File: config.mk
export PLATFORM = sky130hd
export DESIGN_NAME = ow_master_ctrl
export DESIGN_NICKNAME = d
export VERILOG_FILES = /design/src/rtl/ow_pkg.sv /design/src/rtl/ow_crc8.sv /design/src/rtl/ow_master_ctrl.sv
export SDC_FILE = /design/constraint.sdc
export NUM_CORES = 1
export LEC_CHECK = 0
export CAP_MARGIN = 40
export CORE_UTILIZATION = 40
export DETAILED_ROUTE_END_ITERATION = 12
export HOLD_SLACK_MARGIN = 0.05
export SLEW_MARGIN = 20
export SYNTH_ARGS = -nofsm -noshare
export SYNTH_HDL_FRONTEND = slang
export SYNTH_SLANG_ARGS = --single-unit
File: constraint.sdc
create_clock -name clk -period 2.4 [get_ports clk]
set_input_delay 0.24 -clock clk [delete_from_list [all_inputs] [get_ports clk]]
set_output_delay 0.24 -clock clk [all_outputs]
set_load 0.01 [all_outputs]
File: src/rtl/ow_pkg.sv
// ow_pkg -- shared definitions for the one-wire master controller.
//   Command op encodings, FSM state encoding, default bus timings
//   (1 clk cycle = 1 us) and the serial Dallas CRC-8 step.
package ow_pkg;

  typedef enum logic [1:0] {
    OP_RESET = 2'b00,
    OP_WRITE = 2'b01,
    OP_READ  = 2'b10,
    OP_RSVD  = 2'b11
  } ow_op_e;

  typedef enum logic [2:0] {
    ST_IDLE     = 3'd0,
    ST_RST_LOW  = 3'd1,
    ST_RST_REL  = 3'd2,
    ST_SLOT_LOW = 3'd3,
    ST_SLOT_REL = 3'd4,
    ST_SLOT_REC = 3'd5,
    ST_DONE     = 3'd6
  } ow_state_e;

  localparam int unsigned T_RSTL_DEF  = 480;
  localparam int unsigned T_PDS_DEF   = 70;
  localparam int unsigned T_RSTH_DEF  = 480;
  localparam int unsigned T_SLOT_DEF  = 70;
  localparam int unsigned T_LOW1_DEF  = 6;
  localparam int unsigned T_LOW0_DEF  = 60;
  localparam int unsigned T_RDSMP_DEF = 15;
  localparam int unsigned T_REC_DEF   = 10;

  // Reflected form of x^8+x^5+x^4+1, shifted LSB first.
  localparam logic [7:0] CRC8_POLY_REFL = 8'h8C;

  function automatic logic [7:0] crc8_step(input logic [7:0] crc_in, input logic b);
    logic fb;
    fb = crc_in[0] ^ b;
    crc8_step = {1'b0, crc_in[7:1]} ^ (fb ? CRC8_POLY_REFL : 8'h00);
  endfunction

endpackage

File: src/rtl/ow_crc8.sv
// ow_crc8 -- 1-bit serial Dallas CRC-8 accumulator.
//   clk    : clock, rising edge
//   rst_n  : asynchronous active-low reset (crc -> 0x00)
//   clr_i  : synchronous clear to 0x00 (wins over en_i)
//   en_i   : fold bit_i into the CRC this cycle
//   bit_i  : data bit, presented LSB first
//   crc_o  : current CRC value
module ow_crc8
  import ow_pkg::*;
(
  input  logic       clk,
  input  logic       rst_n,
  input  logic       clr_i,
  input  logic       en_i,
  input  logic       bit_i,
  output logic [7:0] crc_o
);

  logic [7:0] crc_q;
  logic [7:0] crc_d;

  always_comb begin
    crc_d = crc_q;
    if (clr_i) begin
      crc_d = 8'h00;
    end else if (en_i) begin
      crc_d = crc8_step(crc_q, bit_i);
    end
  end

  always_ff @(posedge clk or negedge rst_n) begin
    if (!rst_n) begin
      crc_q <= 8'h00;
    end else begin
      crc_q <= crc_d;
    end
  end

  assign crc_o = crc_q;

endmodule

File: src/rtl/ow_master_ctrl.sv
// ow_master_ctrl -- one-wire bus master: reset/presence, byte write, byte read.
//   clk, reset_n           : clock (rising edge), asynchronous active-low reset
//   cmd_valid/cmd_ready    : command handshake, ready only while idle
//   cmd_op, cmd_data       : 00 RESET, 01 WRITE_BYTE, 10 READ_BYTE, 11 reserved; write byte
//   rsp_valid              : one-cycle completion pulse
//   rsp_data               : last byte read (changed only by READ_BYTE)
//   rsp_presence, rsp_err  : presence seen at last RESET; error flag of last command
//   bus_in, bus_drive_low  : raw bus level; open-drain pull-low enable
//   busy, crc              : not idle; running CRC-8
// Build option: define OW_MASTER_CRC8_EN to accumulate Dallas CRC-8 over every
// bit moved on the bus (cleared by RESET); otherwise crc is constant 0x00.
module ow_master_ctrl
  import ow_pkg::*;
#(
  parameter int unsigned T_RSTL  = T_RSTL_DEF,
  parameter int unsigned T_PDS   = T_PDS_DEF,
  parameter int unsigned T_RSTH  = T_RSTH_DEF,
  parameter int unsigned T_SLOT  = T_SLOT_DEF,
  parameter int unsigned T_LOW1  = T_LOW1_DEF,
  parameter int unsigned T_LOW0  = T_LOW0_DEF,
  parameter int unsigned T_RDSMP = T_RDSMP_DEF,
  parameter int unsigned T_REC   = T_REC_DEF
) (
  input  logic       clk,
  input  logic       reset_n,
  input  logic       cmd_valid,
  output logic       cmd_ready,
  input  logic [1:0] cmd_op,
  input  logic [7:0] cmd_data,
  output logic       rsp_valid,
  output logic [7:0] rsp_data,
  output logic       rsp_presence,
  output logic       rsp_err,
  input  logic       bus_in,
  output logic       bus_drive_low,
  output logic       busy,
  output logic [7:0] crc
);

  localparam int unsigned TMAX_A = (T_RSTL > T_RSTH) ? T_RSTL : T_RSTH;
  localparam int unsigned TMAX_B = (T_SLOT > T_REC) ? T_SLOT : T_REC;
  localparam int unsigned TMAX   = (TMAX_A > TMAX_B) ? TMAX_A : TMAX_B;
  localparam int unsigned TW     = $clog2(TMAX + 1);

  ow_state_e     state_q, state_d;
  logic [TW-1:0] timer_q, timer_d;
  logic [2:0]    bitcnt_q, bitcnt_d;
  ow_op_e        op_q, op_d;
  logic [7:0]    sh_q, sh_d;
  logic          pres_q, pres_d;
  logic [7:0]    rsp_data_q, rsp_data_d;
  logic          rsp_pres_q, rsp_pres_d;
  logic          rsp_err_q, rsp_err_d;
  logic [1:0]    sync_q;
  logic          sync_bus;
  logic [TW-1:0] low_last;

  assign sync_bus = sync_q[1];

  // Low phase of a slot: long only when writing a 0 bit.
  assign low_last = (op_q == OP_WRITE && !sh_q[0]) ? TW'(T_LOW0 - 1) : TW'(T_LOW1 - 1);

  always_comb begin
    state_d       = state_q;
    timer_d       = timer_q + TW'(1);
    bitcnt_d      = bitcnt_q;
    op_d          = op_q;
    sh_d          = sh_q;
    pres_d        = pres_q;
    rsp_data_d    = rsp_data_q;
    rsp_pres_d    = rsp_pres_q;
    rsp_err_d     = rsp_err_q;
    cmd_ready     = 1'b0;
    bus_drive_low = 1'b0;
    rsp_valid     = 1'b0;
    busy          = 1'b1;
    case (state_q)
      ST_IDLE: begin
        busy      = 1'b0;
        cmd_ready = 1'b1;
        timer_d   = '0;
        if (cmd_valid) begin
          op_d     = ow_op_e'(cmd_op);
          sh_d     = cmd_data;
          bitcnt_d = '0;
          case (ow_op_e'(cmd_op))
            OP_RESET: begin
              state_d = ST_RST_LOW;
              pres_d  = 1'b0;
            end
            OP_WRITE, OP_READ: state_d = ST_SLOT_LOW;
            default: begin
              state_d   = ST_DONE;
              rsp_err_d = 1'b1;
            end
          endcase
        end
      end
      ST_RST_LOW: begin
        bus_drive_low = 1'b1;
        if (timer_q == TW'(T_RSTL - 1)) begin
          state_d = ST_RST_REL;
          timer_d = '0;
        end
      end
      ST_RST_REL: begin
        if (timer_q == TW'(T_PDS)) pres_d = !sync_bus;
        if (timer_q == TW'(T_RSTH - 1)) begin
          state_d    = ST_DONE;
          timer_d    = '0;
          rsp_pres_d = (timer_q == TW'(T_PDS)) ? !sync_bus : pres_q;
          // Bus still low at the very end of recovery: something holds it.
          rsp_err_d  = !sync_bus;
        end
      end
      ST_SLOT_LOW: begin
        bus_drive_low = 1'b1;
        if (timer_q == low_last) state_d = ST_SLOT_REL;
      end
      ST_SLOT_REL: begin
        if (op_q == OP_READ && timer_q == TW'(T_RDSMP)) sh_d = {sync_bus, sh_q[7:1]};
        if (timer_q == TW'(T_SLOT - 1)) begin
          state_d = ST_SLOT_REC;
          timer_d = '0;
        end
      end
      ST_SLOT_REC: begin
        if (timer_q == TW'(T_REC - 1)) begin
          timer_d = '0;
          // Rotate so the next write bit sits in bit 0.
          if (op_q == OP_WRITE) sh_d = {sh_q[0], sh_q[7:1]};
          if (bitcnt_q == 3'd7) begin
            state_d   = ST_DONE;
            rsp_err_d = 1'b0;
            if (op_q == OP_READ) rsp_data_d = sh_q;
          end else begin
            bitcnt_d = bitcnt_q + 3'd1;
            state_d  = ST_SLOT_LOW;
          end
        end
      end
      ST_DONE: begin
        rsp_valid = 1'b1;
        timer_d   = '0;
        state_d   = ST_IDLE;
      end
      default: begin
        state_d = ST_IDLE;
        timer_d = '0;
      end
    endcase
  end

  always_ff @(posedge clk or negedge reset_n) begin
    if (!reset_n) begin
      state_q    <= ST_IDLE;
      timer_q    <= '0;
      bitcnt_q   <= '0;
      op_q       <= OP_RESET;
      sh_q       <= 8'h00;
      pres_q     <= 1'b0;
      rsp_data_q <= 8'h00;
      rsp_pres_q <= 1'b0;
      rsp_err_q  <= 1'b0;
      sync_q     <= 2'b11;
    end else begin
      state_q    <= state_d;
      timer_q    <= timer_d;
      bitcnt_q   <= bitcnt_d;
      op_q       <= op_d;
      sh_q       <= sh_d;
      pres_q     <= pres_d;
      rsp_data_q <= rsp_data_d;
      rsp_pres_q <= rsp_pres_d;
      rsp_err_q  <= rsp_err_d;
      sync_q     <= {sync_q[0], bus_in};
    end
  end

  assign rsp_data     = rsp_data_q;
  assign rsp_presence = rsp_pres_q;
  assign rsp_err      = rsp_err_q;

`ifdef OW_MASTER_CRC8_EN
  logic crc_clr, crc_en, crc_bit;

  assign crc_clr = (state_q == ST_IDLE) && cmd_valid && (cmd_op == OP_RESET);
  // Fold each bit once, at the last released cycle of its slot: a read bit
  // has just been shifted into bit 7, a write bit still sits in bit 0.
  assign crc_en  = (state_q == ST_SLOT_REL) && (timer_q == TW'(T_SLOT - 1));
  assign crc_bit = (op_q == OP_READ) ? sh_q[7] : sh_q[0];

  ow_crc8 u_crc8 (
    .clk   (clk),
    .rst_n (reset_n),
    .clr_i (crc_clr),
    .en_i  (crc_en),
    .bit_i (crc_bit),
    .crc_o (crc)
  );
`else
  assign crc = 8'h00;
`endif

endmodule

## Word-level counts from Yosys, hierarchy flattened

Index checks and enable logic that the tools add are counted.

- Multipliers: 0
- Magnitude comparators: 0
- Shift operators: 0
- Mux-type cells: 37
- Bitwise logic cells: 0
- Equal/unequal tests: 29
- Add/sub/neg operators: 2
- Div/mod/pow operators: 0
- Reduce and logical (&&, ||, !) cells: 22

Operators by type and width:

| kind | count |
|---|---|
| $pmux 9 s4 | 1 |
| $mux 8 | 4 |
| $mux 3 | 10 |
| $mux 9 | 3 |
| $pmux 8 s3 | 1 |
| $ne 2x2->1 const B | 11 |
| $eq 9x4->1 const B | 2 |
| $eq 9x7->1 const B | 2 |
| $pmux 3 s6 | 1 |
| $eq 3x3->1 const B | 4 |
| $mux 1 | 12 |
| $pmux 3 s2 | 2 |
| $reduce_and 6->1 | 2 |
| $add 9x1->9 const B | 1 |
| $eq 9x6->1 | 1 |
| $eq 9x9->1 const B | 1 |
| $reduce_and 4->1 | 2 |
| $eq 3x2->1 const B | 2 |
| $mux 6 | 1 |
| $reduce_bool 3->1 | 2 |
| $reduce_or 2->1 | 3 |
| $reduce_and 5->1 | 1 |
| $eq 2x1->1 const B | 2 |
| $eq 2x2->1 const B | 2 |
| other kinds (13) | 17 |

- Register bits after elaboration: 38
- Memories kept: 0
- Output and inout bits: 22
- Bits in writable memories: 0
- Latch bits: 0
- Word-level logic and storage cells: 100
- Memory bits (read-only): 0

## Longest topological paths before layout

Gate-level depths: netlist of run 1.

- Depth in word-level cells: 6
- Mapped depth: 7
- Mapped depth without buffers: 7

## Worst setup path after synthesis of run 1

OpenSTA, ideal clock, no wires.

- Path kind: register -> register
- Start: register timer_q[6]
- End: register sh_q[0]
- Buffers on the path: 1
- Library setup time: 125 ps
- Setup slack: 407 ps
- Required time: 2,275 ps
- Stages on the path, launching flop included: 7
- Arrival: 1,869 ps
- Path through: dfrtp_1 buf_6 nor3_2 nand4_2 or4_4 a21oi_4 mux2_2

- Longest elaborated chain between the ends: 4
- Elaborated cells on any way between the ends: 6

Ends and longest elaborated chain:

| element | RTL line | source |
|---|---|---|
| start, declared | ow_master_ctrl.sv:46 | `logic [TW-1:0] timer_q, timer_d;` |
| start signal, assigned | ow_master_ctrl.sv:168 | `timer_q <= timer_d;` |
| $eq 9x4->1 | ow_master_ctrl.sv:121 | `if (op_q == OP_READ && timer_q == TW'(T_RDSMP)) sh_d = {sync_bus, sh_q[7:1]};` |
| $logic_and 1x1->1 | ow_master_ctrl.sv:121 |  |
| $ne 2x2->1 (no line) | - |  |
| $reduce_and 5->1 (no line) * | - |  |
| end signal, assigned | ow_master_ctrl.sv:160 | `sh_q <= 8'h00;` |
| end signal, assigned | ow_master_ctrl.sv:171 | `sh_q <= sh_d;` |
| end, declared | ow_master_ctrl.sv:49 | `logic [7:0] sh_q, sh_d;` |

Mark *: on every way between the ends. The rest lies on a longest branch, timed or not.
A chain may end at the register's enable or synchronous reset.

## Worst setup path in the final report of run 1

- Start: register timer_q[6]
- End: register sh_q[3]

The elaborated chain is that of the path after synthesis.

==> results of run 1 <==
==> power by group through the flow <==
stage	registers, W	logic (W)	clock network, W
3_3_place_gp	0.000669	0.0000576	0
6_report	0.000656	0.0000620	0.000456
2_1_floorplan	0.000666	0.0000288	0
4_1_cts	0.000656	0.0000635	0.000471
5_1_grt	0.000657	0.0000692	0.000500
3_5_place_dp	0.000669	0.0000622	0
==> cell usage in the layout (no fill, tap or decap), types with 8 or more instances in the layout <==
cell type | netlist | routed
dfrtp_1 | 36 | 36
mux2_2 | 26 | 26
clkdlybuf4s50_1 | 0 | 26
nor2_1 | 23 | 23
nand2_1 | 12 | 12
inv_1 | 9 | 9
a21oi_1 | 9 | 9
conb_1 | 1 | 8
buf_4 | 12 | 8
==> layer usage <==
layer,part of all wire,routed length [um],up-vias
met5,0,0,-
met2,0.45,2010,39
met1,0.50,2230,799
met3,0.043,194,5
met4,0.0067,30,0
li1,-,-,791
==> through the flow <==
step | utilization | hold WS, ns | setup WS (ns) | instance area [um^2] | power [W]
6_report | 0.505 | 0.347 | 0.219 | 2610 | 0.00117
4_1_cts | 0.505 | 0.344 | 0.234 | 2610 | 0.00119
2_1_floorplan | - | -0.0556 | 0.407 | 2210 | 0.000695
3_5_place_dp | 0.486 | 0.131 | 0.240 | 2510 | 0.000731
3_3_place_gp | 0.482 | 0.347 | 0.280 | 2490 | 0.000727
5_1_grt | 0.505 | 0.359 | 0.113 | 2610 | 0.00123
==> area by class of cell <==
type / instances / area [um^2] / share of cell area
Sequential cell: 38 / 953 / 0.365
Multi-Input combinational cell: 152 / 1090 / 0.418
Clock inverter: 1 / 5.00 / 0.00191
Inverter: 9 / 33.8 / 0.0129
Timing Repair Buffer: 37 / 355 / 0.136
Tap cell: 70 / 87.6 / 0.0335
Clock buffer: 7 / 86.3 / 0.0330
==> kinds of logic (layout without fill, tap and decap cells) <==
logic type	Yosys count	in the layout	share of synthesized area
buffers and inverters	27	54	0.0756
AND/OR/NAND/NOR	72	72	0.188
AO/OA/AOI/OAI	31	31	0.0939
adder cells (fa/ha/maj)	6	6	0.0332
multiplexers	28	28	0.143
XOR/XNOR	7	7	0.0281
other	1	8	0.00172
flip-flops	38	38	0.436
==> cell usage after synthesis, drive strengths merged, types with 3 or more instances <==
cell type | n | share of area
a21oi | 10 | 0.028
o21ai | 8 | 0.018
dfrtp | 36 | 0.41
nand4 | 8 | 0.026
nor3 | 3 | 0.0092
nor2 | 23 | 0.040
buf | 17 | 0.058
xnor2 | 5 | 0.020
ha | 5 | 0.029
nor3b | 4 | 0.014
inv | 9 | 0.015
mux2 | 26 | 0.13
nand3 | 5 | 0.011
nand2 | 12 | 0.021
==> sequential cells by signal, summed over array words and instances (netlist names) <==
register / count
pres_q: 1
rsp_err: 1
timer_q: 9
rsp_presence: 1
state_q: 3
sync_q: 2
rsp_data: 8
op_q: 2
sh_q: 8
bitcnt_q: 3
==> final timing paths <==
check,slack (ns),start,end,cells after the start
max,0.22,timer_q[6],sh_q[3],5
min,0.35,reset_n,timer_q[0],2
max reg2reg,0.22,timer_q[6],sh_q[3],5
min reg2reg,0.36,sync_q[0],sync_q[1],0
max in group asynchronous,1.55,reset_n,sync_q[1],3
min in group clk,0.36,bus_in,sync_q[0],1
==> critical path, delay by kind of cell, from the launching register on <==
family,cells,cell delay [ns]
AOI/OAI and AO/OA,1,0.30
and+or+nand+nor,3,0.92
muxes,1,0.37
DFF,1,0.48
==> repair_timing <==
item / in CTS / in global routing
hold endpoints to repair: 9 / 0
endpoints found under the setup margin: 0 / 0
buffers inserted: 0 / 0
hold buffers: 1 / 0
==> flow_metrics.py, run 1 <==
metrics = {
    "global_route": {
        "grt_use_met1": 0.226,
        "groute.usage.overall": 0.165,
        "use_met3": 0.0446,
        "grt_overflow": 0,
        "grt_pass1_vias": 1563,
        "antenna_found_initial": 0,
        "grt_max_degree": 30,
        "gr-max-usage-layer": "met2",
        "met2_usage": 0.258,
        "grt_pass1_wl_um": 7560,
    },
    "placement": {
        "finalWeightedCongestion": 0.755,
        "dp_cells": 305,
        "port_buffers": 27,
        "place_hpwl_um": 3230,
    },
    "routing": {
        "drt_pass1_iterations": 4,
        "routed_wl_um": 4470,
        "drc": 0,
        "viasPerCell": 5.20,
        "drtAntennaViolNets": 0,
        "num_vias": 1634,
        "wire_per_inst_um": 14.2,
        "drtIter0Drc": 101,
    },
    "pwr": {
        "leakage_nw": 1.15,
        "peakVddDrop_uv": 269,
        "p_switching_w": 0.000260,
        "p_seq_frac": 0.559,
        "powerDensity_mw_per_mm2": 449,
        "p_comb_frac": 0.053,
        "p_sw_frac": 0.221,
        "intPower_w": 0.000914,
        "power_frac_clock": 0.388,
    },
    "die": {
        "dieArea_mm2": 0.00576,
        "io_pins": 36,
        "rows": 26,
        "coreArea_mm2": 0.00517,
        "initial_core_util": 0.422,
        "die_y_um": 75.9,
        "die_x_um": 75.9,
    },
    "clocking": {
        "cts.clk_slew.worst_paths_ns": 0.08,
        "cts_tree": "done",
        "cts_buffers": 5,
        "cts_max_path_buffers": 2,
        "ctsRootBufferMaster": "clkbuf_8",
        "clk_latency_ns": 0.29,
        "h-tree-depth": 2,
        "post_cts_resized": 0,
        "clkSinkCount": 38,
    },
    "timing": {
        "slew_viol_final": 0,
        "timing.fmax_ghz": 0.458,
        "relSlewSlack": 0.539,
        "tightest_slew_ns": 0.685,
        "rsz0062_at_grt": "false",
        "min_period_over_period": 0.909,
        "finalHoldViolCount": 0,
        "report.final.setup_viol": 0,
        "timing.final.crit_period_ns": 2.18,
        "skew_ns": 0.00656,
        "finalSetupTns_ns": 0,
    },
    "min_path": {
        "hold_path.class": "primary input to async pin",
    },
    "setup_path": {
        "cpPeakStageDelay_ns": 0.48,
        "worstPathMaxFanout": 8,
        "worstPathCellList": "nor3_2 > nand4_2 > or4_4 > a21oi_4 > mux2_2",
        "cp_slowest_cell": "dfrtp_1",
        "worstSetupPathType": "register to register",
        "end_kind": "register",
        "crit_path_start_kind": "register",
        "worstPathArrival_ns": 2.36,
        "cp.required_ns": 2.57,
    },
    "job": {
        "maxCapViolCount": 0,
    },
    "logic_synthesis": {
        "avgSynthCellArea_um2": 10.4,
        "yosysSeqAreaShare": 0.436,
        "synth-seq-cells": 38,
        "yosys_warnings": 0,
        "synth_area_mm2": 0.00218,
        "ys_async_sr_fraction": 1.00,
        "postSynthCellCount": 210,
        "synth_edf_count": 0,
        "synth_flop_cell": "dfrtp_1",
        "synth_cell_types": 53,
    },
    "final_layout": {
        "antenna_cells": 0,
        "layout-drive-gt1-share": 0.221,
        "layout-area-overhead-vs-synth_pct": 19.6,
        "layout.nets": 262,
        "fin_cells": 314,
        "fill_cells": 469,
    },
    "status": {
        "status": "completed",
    },
}
No activity file was read; power rests on OpenSTA's default activity.
==> run 2, diff against run 1 <==
--- a/config.mk
+++ b/config.mk
@@ -9,6 +9,7 @@
 export CORE_UTILIZATION = 40
 export DETAILED_ROUTE_END_ITERATION = 12
 export HOLD_SLACK_MARGIN = 0.05
+export SETUP_SLACK_MARGIN = 0.1
 export SLEW_MARGIN = 20
 export SYNTH_ARGS = -nofsm -noshare
 export SYNTH_HDL_FRONTEND = slang
==> results of run 2 <==
No change in the layout: final DEF, timing and power equal those of run 1.
==> run 3, diff against run 2 <==
==> constraint.sdc (replaced) <==
create_clock -name clk -period 2.4 [get_ports clk]
set_input_delay 0.36 -clock clk [delete_from_list [all_inputs] [get_ports clk]]
set_output_delay 0.36 -clock clk [all_outputs]
set_load 0.01 [all_outputs]
==> flow_metrics.py, run 3 (synthesis gave the netlist of run 1 again) <==
metrics = {
    "status": {
        "status": "completed",
    },
    "routing": {
        "viasPerCell": 5.20,
        "drc": 0,
        "routed_wl_um": 4620,
        "drt_pass1_iterations": 4,
        "drtIter0Drc": 60,
        "drtAntennaViolNets": 0,
        "num_vias": 1627,
        "wire_per_inst_um": 14.7,
    },
    "min_path": {
        "hold_path.class": "register to register",
    },
    "die": {
        "initial_core_util": 0.422,
        "dieArea_mm2": 0.00576,
        "rows": 26,
        "coreArea_mm2": 0.00517,
        "io_pins": 36,
        "die_y_um": 75.9,
        "die_x_um": 75.9,
    },
    "timing": {
        "relSlewSlack": 0.577,
        "report.final.setup_viol": 0,
        "min_period_over_period": 0.909,
        "rsz0062_at_grt": "false",
        "timing.fmax_ghz": 0.458,
        "finalHoldViolCount": 0,
        "slew_viol_final": 0,
        "timing.final.crit_period_ns": 2.18,
        "holdWs_ns": 0.363,
        "tightest_slew_ns": 0.628,
        "finalSetupTns_ns": 0,
        "skew_ns": 0.00921,
        "worst_slack_ns": 0.218,
    },
    "final_layout": {
        "largest_register_ffs": 9,
        "final_common_cell": "dfrtp_1",
        "fin_cells": 313,
        "layout.nets": 261,
        "final_cell_mix": "35 x dfrtp_1, 26 x mux2_2, 26 x clkdlybuf4s50_1",
        "fill_cells": 463,
        "layout-drive-gt1-share": 0.230,
        "layout-area-overhead-vs-synth_pct": 19.6,
        "regMostFlops": "timer_q",
        "postLayoutCoreUtil": 0.505,
        "antenna_cells": 0,
    },
    "pwr": {
        "powerDensity_mw_per_mm2": 457,
        "leakage_nw": 1.14,
        "peakVddDrop_uv": 259,
    },
    "clocking": {
        "cts_tree": "done",
        "postCtsSetupBuffers": 0,
        "clkSinkCount": 38,
        "cts_max_path_buffers": 2,
        "cts_buffers": 5,
        "clk_latency_ns": 0.30,
        "h-tree-depth": 2,
        "ctsRootBufferMaster": "clkbuf_8",
        "cts.clk_slew.worst_paths_ns": 0.08,
    },
    "setup_path": {
        "crit_family": "buffers and inverters",
        "path_buf_inv": 2,
        "worstPathCellList": "buf_4 > nor2b_1 > clkdlybuf4s50_1",
        "cp.required_ns": 2.04,
        "worstSetupPathType": "register to output pin",
        "worstPathMaxFanout": 19,
        "crit_path_start_kind": "register",
        "end_kind": "output pin",
        "r2r_slack_ns": 0.25,
        "worstPathArrival_ns": 1.82,
        "cp_slowest_cell": "clkdlybuf4s50_1",
        "cpPeakStageDelay_ns": 0.57,
    },
    "global_route": {
        "grt_pass1_wl_um": 8200,
        "groute.usage.overall": 0.180,
        "use_met3": 0.0506,
        "antenna_found_initial": 0,
        "grt_pass1_vias": 1675,
        "grt_max_degree": 28,
        "grt_use_met1": 0.238,
        "grt_overflow": 0,
        "met2_usage": 0.277,
        "gr-max-usage-layer": "met2",
    },
    "placement": {
        "place_hpwl_um": 3320,
        "place_ws_ns": 0.258,
        "finalWeightedCongestion": 0.801,
        "port_buffers": 27,
        "dp_cells": 304,
    },
    "job": {
        "maxCapViolCount": 0,
    },
}
==> run 3: path summary, 6_finish.rpt <==
kind	from	cells past startpoint	endpoint
max in group asynchronous	reset_n	3	sync_q[0]
worst max register to register	timer_q[6]	5	sh_q[4]
worst max-delay path	state_q[2]	3	bus_drive_low
worst min-delay path	sync_q[0]	0	sync_q[1]
worst min register to register	sync_q[0]	0	sync_q[1]
min in group asynchronous	reset_n	2	state_q[1]
==> run 3: worst register-to-register path: cells and delay by family (launching register included) <==
family / cells / cell delay, ns
AND/OR/NAND/NOR: 3 / 0.88
multiplexers: 1 / 0.38
flip-flops: 1 / 0.47
AO/OA/AOI/OAI: 1 / 0.31
==> run 3: timing repair <==
item / in CTS / in global routing
hold buffers: 1 / 0
gates resized for setup: 0 / 2
endpoints found under the hold margin: 11 / 0
endpoints found under the setup margin: 0 / 3
==> run 3: routing by layer <==
| metal | part of all wire | up-vias | wire, um |
|---|---|---|---|
| li1 | - | 789 | - |
| met2 | 0.45 | 52 | 2090 |
| met3 | 0.056 | 8 | 257 |
| met1 | 0.48 | 778 | 2200 |
| met5 | 0 | - | 0 |
| met4 | 0.015 | 0 | 71 |
==> run 3: layout make-up <==
cell class | count | area [um^2] | area share
multi-input combinational | 152 | 1090 | 0.419
sequential | 38 | 955 | 0.365
timing repair buffer | 36 | 348 | 0.133
tap | 70 | 87.6 | 0.0335
clock buffer | 6 | 82.6 | 0.0316
inverter | 9 | 33.8 | 0.0129
clock inverter | 2 | 12.5 | 0.00479
==> run 3: per-stage QoR <==
step,power [W],instance area [um^2]
6_report,0.00119,2610
3_3_place_gp,0.000727,2480
3_5_place_dp,0.000732,2500
4_1_cts,0.00121,2610
5_1_grt,0.00125,2610
2_1_floorplan,0.000695,2210
==> run 3: power by group <==
group	switching, W	internal, W	total [W]
registers	0.00000690	0.000650	0.000657
clock network	0.000245	0.000231	0.000476
logic	0.0000296	0.0000327	0.0000623
total	0.000281	0.000914	0.00119
